$ cat src/rtl/host_fifo_bridge_pkg.sv
// Shared definitions for the host-to-FIFO bridge: register offsets,
// STATUS/CTRL bit positions and the read-sequencer state encoding.
package host_fifo_bridge_pkg;

  localparam logic [7:0] REG_TX_DATA = 8'h00;
  localparam logic [7:0] REG_RX_DATA = 8'h04;
  localparam logic [7:0] REG_STATUS  = 8'h08;
  localparam logic [7:0] REG_CTRL    = 8'h0C;
  localparam logic [7:0] REG_COUNTS  = 8'h10;

  localparam int STATUS_IN_FULL   = 0;
  localparam int STATUS_OUT_EMPTY = 1;
  localparam int STATUS_OVERFLOW  = 2;
  localparam int STATUS_UNDERFLOW = 3;
  localparam int STATUS_PROTO_ERR = 4;

  localparam int CTRL_CLR_STICKY = 0;
  localparam int CTRL_CLR_COUNTS = 1;

  typedef enum logic [1:0] {
    ST_IDLE   = 2'd0,
    ST_RD_POP = 2'd1,
    ST_RD_CAP = 2'd2,
    ST_RESP   = 2'd3
  } state_e;

endpackage

$ cat src/rtl/host_fifo_bridge_regs.sv
// Status/count register bank: sticky error flags, push/pop counters and
// the combinational read mux for the non-FIFO registers.
module host_fifo_bridge_regs
  import host_fifo_bridge_pkg::*;
#(
  parameter int DATA_WIDTH = 32,
  parameter int ADDR_WIDTH = 8
) (
  input  logic                  clock,
  input  logic                  reset,
  input  logic                  tx_inc,
  input  logic                  rx_inc,
  input  logic                  set_overflow,
  input  logic                  set_underflow,
  input  logic                  set_proto_err,
  input  logic                  clr_sticky,
  input  logic                  clr_counts,
  input  logic                  in_full,
  input  logic                  out_empty,
  input  logic [ADDR_WIDTH-1:0] addr,
  output logic [DATA_WIDTH-1:0] rd_data
);

  logic        overflow;
  logic        underflow;
  logic        proto_err;
  logic [15:0] tx_count;
  logic [15:0] rx_count;
  logic [31:0] rd_word;

  // Sticky flags: a set in the same cycle as a CTRL clear wins.
  always_ff @(posedge clock) begin
    // NOTE: sequential state uses non-blocking assignments so every flop
    // samples pre-edge values regardless of statement order.
    if (reset) begin
      overflow  <= 1'b0;
      underflow <= 1'b0;
      proto_err <= 1'b0;
    end else begin
      if (set_overflow)       overflow  <= 1'b1;
      else if (clr_sticky)    overflow  <= 1'b0;
      if (set_underflow)      underflow <= 1'b1;
      else if (clr_sticky)    underflow <= 1'b0;
      if (set_proto_err)      proto_err <= 1'b1;
      else if (clr_sticky)    proto_err <= 1'b0;
    end
  end

  // Push/pop counters, 16-bit free-running with natural wrap.
  always_ff @(posedge clock) begin
    if (reset || clr_counts) begin
      tx_count <= '0;
      rx_count <= '0;
    end else begin
      if (tx_inc) tx_count <= tx_count + 16'd1;
      if (rx_inc) rx_count <= rx_count + 16'd1;
    end
  end

  // Read mux for STATUS and COUNTS; every other offset reads as zero.
  always_comb begin
    // NOTE: default every combinational output first so no path infers a latch.
    rd_word = '0;
    if (addr == ADDR_WIDTH'(REG_STATUS)) begin
      rd_word[STATUS_IN_FULL]   = in_full;
      rd_word[STATUS_OUT_EMPTY] = out_empty;
      rd_word[STATUS_OVERFLOW]  = overflow;
      rd_word[STATUS_UNDERFLOW] = underflow;
      rd_word[STATUS_PROTO_ERR] = proto_err;
    end else if (addr == ADDR_WIDTH'(REG_COUNTS)) begin
      rd_word = {tx_count, rx_count};
    end
  end

  assign rd_data = DATA_WIDTH'(rd_word);

endmodule

$ cat src/rtl/host_fifo_bridge.sv
// Host register interface bridging to a push FIFO (TX) and a pop FIFO (RX).
// Writes and register reads complete in one cycle; RX reads run a short
// pop/capture/respond sequence during which the host is told to wait.
module host_fifo_bridge
  import host_fifo_bridge_pkg::*;
#(
  parameter int DATA_WIDTH = 32,
  parameter int ADDR_WIDTH = 8
) (
  input  logic                  clock,
  input  logic                  reset,
  input  logic                  host_wr,
  input  logic                  host_rd,
  input  logic [ADDR_WIDTH-1:0] host_addr,
  input  logic [DATA_WIDTH-1:0] host_wdata,
  output logic [DATA_WIDTH-1:0] host_rdata,
  output logic                  host_rvalid,
  output logic                  host_wack,
  output logic                  host_busy,
  input  logic                  in_full,
  output logic                  in_wr,
  output logic [DATA_WIDTH-1:0] in_dout,
  input  logic                  out_empty,
  output logic                  out_rd,
  input  logic [DATA_WIDTH-1:0] out_din
);

  state_e state, state_next;

  logic                  is_tx, is_rx, is_ctrl;
  logic                  wr_accept, push, overflow_evt;
  logic                  quick_rd, underflow_evt, capture, proto_evt;
  logic [DATA_WIDTH-1:0] mux_data;

  assign is_tx   = (host_addr == ADDR_WIDTH'(REG_TX_DATA));
  assign is_rx   = (host_addr == ADDR_WIDTH'(REG_RX_DATA));
  assign is_ctrl = (host_addr == ADDR_WIDTH'(REG_CTRL));

  assign host_busy = (state != ST_IDLE);
  assign out_rd    = (state == ST_RD_POP);

  // Read-sequencer state register.
  always_ff @(posedge clock) begin
    if (reset) state <= ST_IDLE;
    else       state <= state_next;
  end

  // Strobe acceptance and next state; only IDLE takes new strobes.
  always_comb begin
    state_next    = state;
    wr_accept     = 1'b0;
    quick_rd      = 1'b0;
    underflow_evt = 1'b0;
    capture       = 1'b0;
    proto_evt     = 1'b0;
    case (state)
      ST_IDLE: begin
        if (host_wr) begin
          wr_accept = 1'b1;
          proto_evt = host_rd;          // simultaneous read is dropped
        end else if (host_rd) begin
          if (is_rx && !out_empty) begin
            state_next = ST_RD_POP;
          end else begin
            quick_rd      = 1'b1;
            underflow_evt = is_rx;
          end
        end
      end
      ST_RD_POP: begin
        state_next = ST_RD_CAP;
        proto_evt  = host_wr | host_rd;
      end
      ST_RD_CAP: begin
        state_next = ST_RESP;
        capture    = 1'b1;
        proto_evt  = host_wr | host_rd;
      end
      ST_RESP: begin
        state_next = ST_IDLE;
        proto_evt  = host_wr | host_rd;
      end
      default: state_next = ST_IDLE;
    endcase
  end

  assign push         = wr_accept && is_tx && !in_full;
  assign overflow_evt = wr_accept && is_tx && in_full;

  // Registered host responses and FIFO push; rdata holds between responses.
  always_ff @(posedge clock) begin
    if (reset) begin
      in_wr       <= 1'b0;
      in_dout     <= '0;
      host_wack   <= 1'b0;
      host_rvalid <= 1'b0;
      host_rdata  <= '0;
    end else begin
      in_wr       <= push;
      host_wack   <= wr_accept;
      host_rvalid <= quick_rd | capture;
      if (push)          in_dout    <= host_wdata;
      if (quick_rd)      host_rdata <= mux_data;
      else if (capture)  host_rdata <= out_din;
    end
  end

  host_fifo_bridge_regs #(
    .DATA_WIDTH(DATA_WIDTH),
    .ADDR_WIDTH(ADDR_WIDTH)
  ) u_regs (
    .clock        (clock),
    .reset        (reset),
    .tx_inc       (push),
    .rx_inc       (capture),
    .set_overflow (overflow_evt),
    .set_underflow(underflow_evt),
    .set_proto_err(proto_evt),
    .clr_sticky   (wr_accept && is_ctrl && host_wdata[CTRL_CLR_STICKY]),
    .clr_counts   (wr_accept && is_ctrl && host_wdata[CTRL_CLR_COUNTS]),
    .in_full      (in_full),
    .out_empty    (out_empty),
    .addr         (host_addr),
    .rd_data      (mux_data)
  );

endmodule

$ cat config.mk
export PLATFORM = sky130hd
export DESIGN_NAME = host_fifo_bridge
export DESIGN_NICKNAME = d
export VERILOG_FILES = /design/src/rtl/host_fifo_bridge_pkg.sv /design/src/rtl/host_fifo_bridge_regs.sv /design/src/rtl/host_fifo_bridge.sv
export SDC_FILE = /design/constraint.sdc
export NUM_CORES = 1
export LEC_CHECK = 0
export CORE_AREA = 2 2 106 108
export CTS_CLUSTER_DIAMETER = 50
export DETAILED_ROUTE_END_ITERATION = 10
export DIE_AREA = 0 0 108 110
export HOLD_SLACK_MARGIN = 0.1
export PLACE_DENSITY_LB_ADDON = 0.25
export SETUP_SLACK_MARGIN = 0.3
export SYNTH_ARGS = -nofsm -noshare
export SYNTH_HDL_FRONTEND = slang
export SYNTH_HIERARCHICAL = 1
export SYNTH_SLANG_ARGS = --single-unit
$ cat constraint.sdc
create_clock -name clock -period 5.5 [get_ports clock]
set_input_delay 1.1 -clock clock [delete_from_list [all_inputs] [get_ports clock]]
set_output_delay 1.1 -clock clock [all_outputs]
set_load 0.02 [all_outputs]
==> results.txt <==
- Category of the most critical setup path: input port to flop
- Data arrival time of the critical path: 4.43 ns
- Post-synthesis instance total: roughly 570
* Via count of the routed design: 4961
- Clock transition at the registers of the reported paths: 0.09 ns
- First drt pass iteration count: 6
- For the pin with the worst max-slew slack, the measured transition is just under 0.9 ns.
- Warnings, synthesis: 6
- Row generation in the floorplan step produced 38 rows.
* Endpoint class of the critical path: flop
* Number of antenna cells inserted: 0
- Traced cell by cell, the critical path runs through clkdlybuf4s50_1, or4_1, buf_4, nor3_1, and4_1, nand4_2, or4_1, a21oi_1.
- The die is 110 um tall.
* Core Footprint: about 0.011 mm2
- Type of the most critical hold path: flop to flop
- Final-layout worst hold slack: 0.474 ns
- H-tree Lvls: 3
- Final #Nets: ~760
- Number of synthesized flops with an enable pin: 0
- On the worst path, the slowest cell contributes a delay of 0.76 ns.
* Cell with the largest stage delay on the worst path: nor3_1
- Number of remaining DRC errors: 0
- Dividing the detail-routed wire length by the instance count gives 17.6 um.
- Clock Root Buffer: clkbuf_8
- For the worst-skew pair, the clock arrives at the later sink with an insertion delay of 0.37 ns.
- After synthesis the netlist holds a flip-flop and latch count of 104.
* Global-route wire length before repair: 23000 um
- Top Ports: 147
- For this block, the initial DRC count from the detailed router was 286.
- Once the clock tree was built, the setup fixing pass inserted 0 buffers.
- Counting cells, the worst reg-to-reg path comes to 8.
* Worst r2r dst: u_regs/tx_count[15]
- Number of unique standard cell types used by synthesis: 45
- Once placement finished, the instance area stood at 0.00662 mm2.
- The congestion estimate from routability-driven global placement came to 0.837.
- Number of endpoints with negative hold slack in the final report: 0
- Buffer depth of the longest clock path: 2
- The floorplan step set the die width to 108 um.
* CTS sink count: 104
* Hold path endpoint: in_dout[4]
* Area of the mapped netlist: 0.00522 mm2
* Final HPWL DP: 9720 um
- TritonCTS built the clock tree.
* Total chip power: 1790 uW
- Ratio of final minimum period to clock period: between 70% and 80%
- FFs w/ async S/R, synth: 0%
* Worst setup skew after layout: 0.00807 ns
- Wires add up to 14400 um.
* Result of the run: finished, final reports clean
- Post-synthesis sequential area ratio: about two fifths
- In this run the tightest slew margin relative to its limit is between 40% and 50%.
- Across the VDD grid, the largest voltage drop is 132 uV.
* Share of the synthesized area in the top cell type: 39.9%
* Post-layout min period: a little over 4 ns
* Global routing usage summed across all routing layers: 24.0%
- The worst setup path is launched from an input port.
- Hold_buf cts: 0
- In this run the most critical hold path is launched from in_dout[4].
* Setup repair after global routing missed its margin: false
* Final standard cell area without fillers: 0.00681 mm2
* Setup slack, reg-to-reg: 2.45 ns
- Cell count of the worst hold path: 2
- Endpoint required time on the critical path: 5.79 ns
- Port buffering added approximately 150 buffers.
* Starting utilization of the core area: 48.8%
- Biggest area consumer among synthesized cells: dfxtp_1
- Summed over all cells, the static leakage comes to between 0.002 and 0.0025 uW.
- The floorplan step defined a die boundary enclosing 0.0119 mm2.
- The initial antenna violation count came to 0.
- Synthesis produced a netlist with a net count of 657.
- Final antenna-violating net count: 0
- Compared with the post-synthesis result, the final layout area differs by 30.5%.
* Sum of overflow across all layers after global routing: 0
- Final count of pins violating max slew: 0
- The most used flip-flop cell after synthesis is dfxtp_1.
- Counting stages on the worst path, the most repeated cell is or4_1.
- Of all nets on the critical path, the largest fanout is 36.
- The via count of the first global-routing pass came to roughly 4700.
- Total of max-cap violations: 0
* Leading cell types by total area after synthesis: dfxtp_1 (40%), mux2i_1 (6.7%), a311oi_1 (5.5%)
- Post-Route Setup TNS: 0 ns
- The worst register-to-register path begins at state[0].
* Max Clk Rate: 242 MHz
* Setup violators final: 0
* Share of cells above drive strength 1: 5.71%
- Entering global routing, the biggest net connects 70 pins.
* Post_cts resized: 0
- The number of clock buffers added by TritonCTS is 9.
* Post-Syn Area per Cell: approximately 9.1 um2
* Via density per instance: 6.03
* Power density cells: 263 mW/mm2
==> worst max path at each step <==
stage / startpoint / endpoint / slack [ns] / cells past startpoint
after floorplan: host_addr[1] / u_regs/tx_count[15] / 2.16 / 10
after global placement: host_addr[1] / u_regs/tx_count[15] / 1.13 / 8
after detailed placement: host_addr[1] / u_regs/tx_count[15] / 1.07 / 8
after CTS: host_addr[1] / u_regs/tx_count[15] / 1.43 / 8
after global routing: host_addr[1] / u_regs/tx_count[15] / 1.13 / 8
final: host_addr[1] / u_regs/tx_count[15] / 1.37 / 8
==> sequential cells by signal, summed over array words and instances (netlist names) <==
register          flops
u_regs/underflow      1
host_rdata           32
u_regs/overflow       1
u_regs/rx_count      16
in_wr                 1
host_rvalid           1
in_dout              32
u_regs/tx_count      16
host_wack             1
u_regs/proto_err      1
state                 2
==> cells in the mapped netlist (2+ instances only) <==
| master | number |
|---|---|
| buf_1 | 2 |
| a311oi_1 | 33 |
| a22oi_1 | 5 |
| nand3_1 | 6 |
| nor3_1 | 4 |
| xnor2_1 | 11 |
| buf_6 | 7 |
| nor2_1 | 36 |
| and3_1 | 4 |
| a211oi_1 | 32 |
| inv_1 | 11 |
| and4_1 | 6 |
| buf_4 | 7 |
| or3_1 | 6 |
| o31ai_1 | 37 |
| and2_1 | 30 |
| nor3b_1 | 2 |
| nand3b_1 | 2 |
| nand2_1 | 13 |
| xor2_1 | 10 |
| ha_1 | 5 |
| clkbuf_1 | 33 |
| dfxtp_1 | 104 |
| nand4_1 | 43 |
| buf_2 | 15 |
| mux2i_1 | 35 |
| or4_1 | 6 |
| nor4_1 | 3 |
| nor2b_1 | 3 |
| nor4_2 | 2 |
| o21ai_0 | 3 |
| a21oi_1 | 45 |
==> worst max-delay path, delay by kind of cell <==
family	cells	cell delay [ns]
AOI/OAI and AO/OA	1	0.15
buffers and inverters	2	0.75
and+or+nand+nor	5	2.42
==> final cells by class <==
| type | instances | area (um2) |
|---|---|---|
| clock inverter | 4 | 28.8 |
| timing repair buffer | 157 | 1540 |
| sequential | 104 | 2080 |
| tap | 140 | 175 |
| multi-input combinational | 394 | 2780 |
| fill | 944 | 3890 |
| clock buffer | 12 | 155 |
| inverter | 12 | 45.0 |
==> cells by family after synthesis <==
group	Yosys count	share of synthesized area (%)
simple gates	175	20.0
compound gates	157	21.1
buf+inv	76	7.34
xor+xnor	21	3.53
flops	104	39.9
fa+ha+maj	6	1.39
mux	35	6.72
==> report_power, final <==
group	leakage, uW	internal (uW)	switching [uW]
combinational	0.00119	240	271
clock	0.0000886	190	259
sequential	0.000844	802	26.5
total	0.00212	1230	556
==> through the flow <==
step | util (%) | std cells | setup slack [ns]
6_report | 63.6 | 823 | 1.37
4_1_cts | 63.6 | 823 | 1.43
3_5_place_dp | 61.9 | 807 | 1.07
5_1_grt | 63.6 | 823 | 1.13
3_3_place_gp | 61.9 | 807 | 1.13
2_1_floorplan | - | 574 | 2.16
==> routing by layer <==
metal	up-vias	routed length [um]	share of wire, %	GRT usage, %
met5	-	0	0	0
met4	0	219	1.5	7.88
met3	23	779	5.4	4.41
met2	156	7070	49	39.8
met1	2405	6370	44	31.7
li1	2377	-	-	-
==> layout by cell type, fill, tap and decap left out, drive strengths merged, types with 4 or more instances in the layout <==
cell type      Yosys  final
or4                6      6
and2              30     30
buf               31     12
nand3              7      7
mux2i             35     35
nand4             44     44
inv               11     11
and4               7      7
xor2              10     10
nor4               5      5
a21oi             45     45
a311oi            33     33
ha                 5      5
nor2              36     36
a22oi              5      5
nand2             13     13
clkdlybuf4s50      0    145
o31ai             37     37
nor3               4      4
a211oi            32     32
xnor2             11     11
dfxtp            104    104
clkbuf            33     12
and3               4      4
or3                6      6
(Power assumes the default switching activity.)
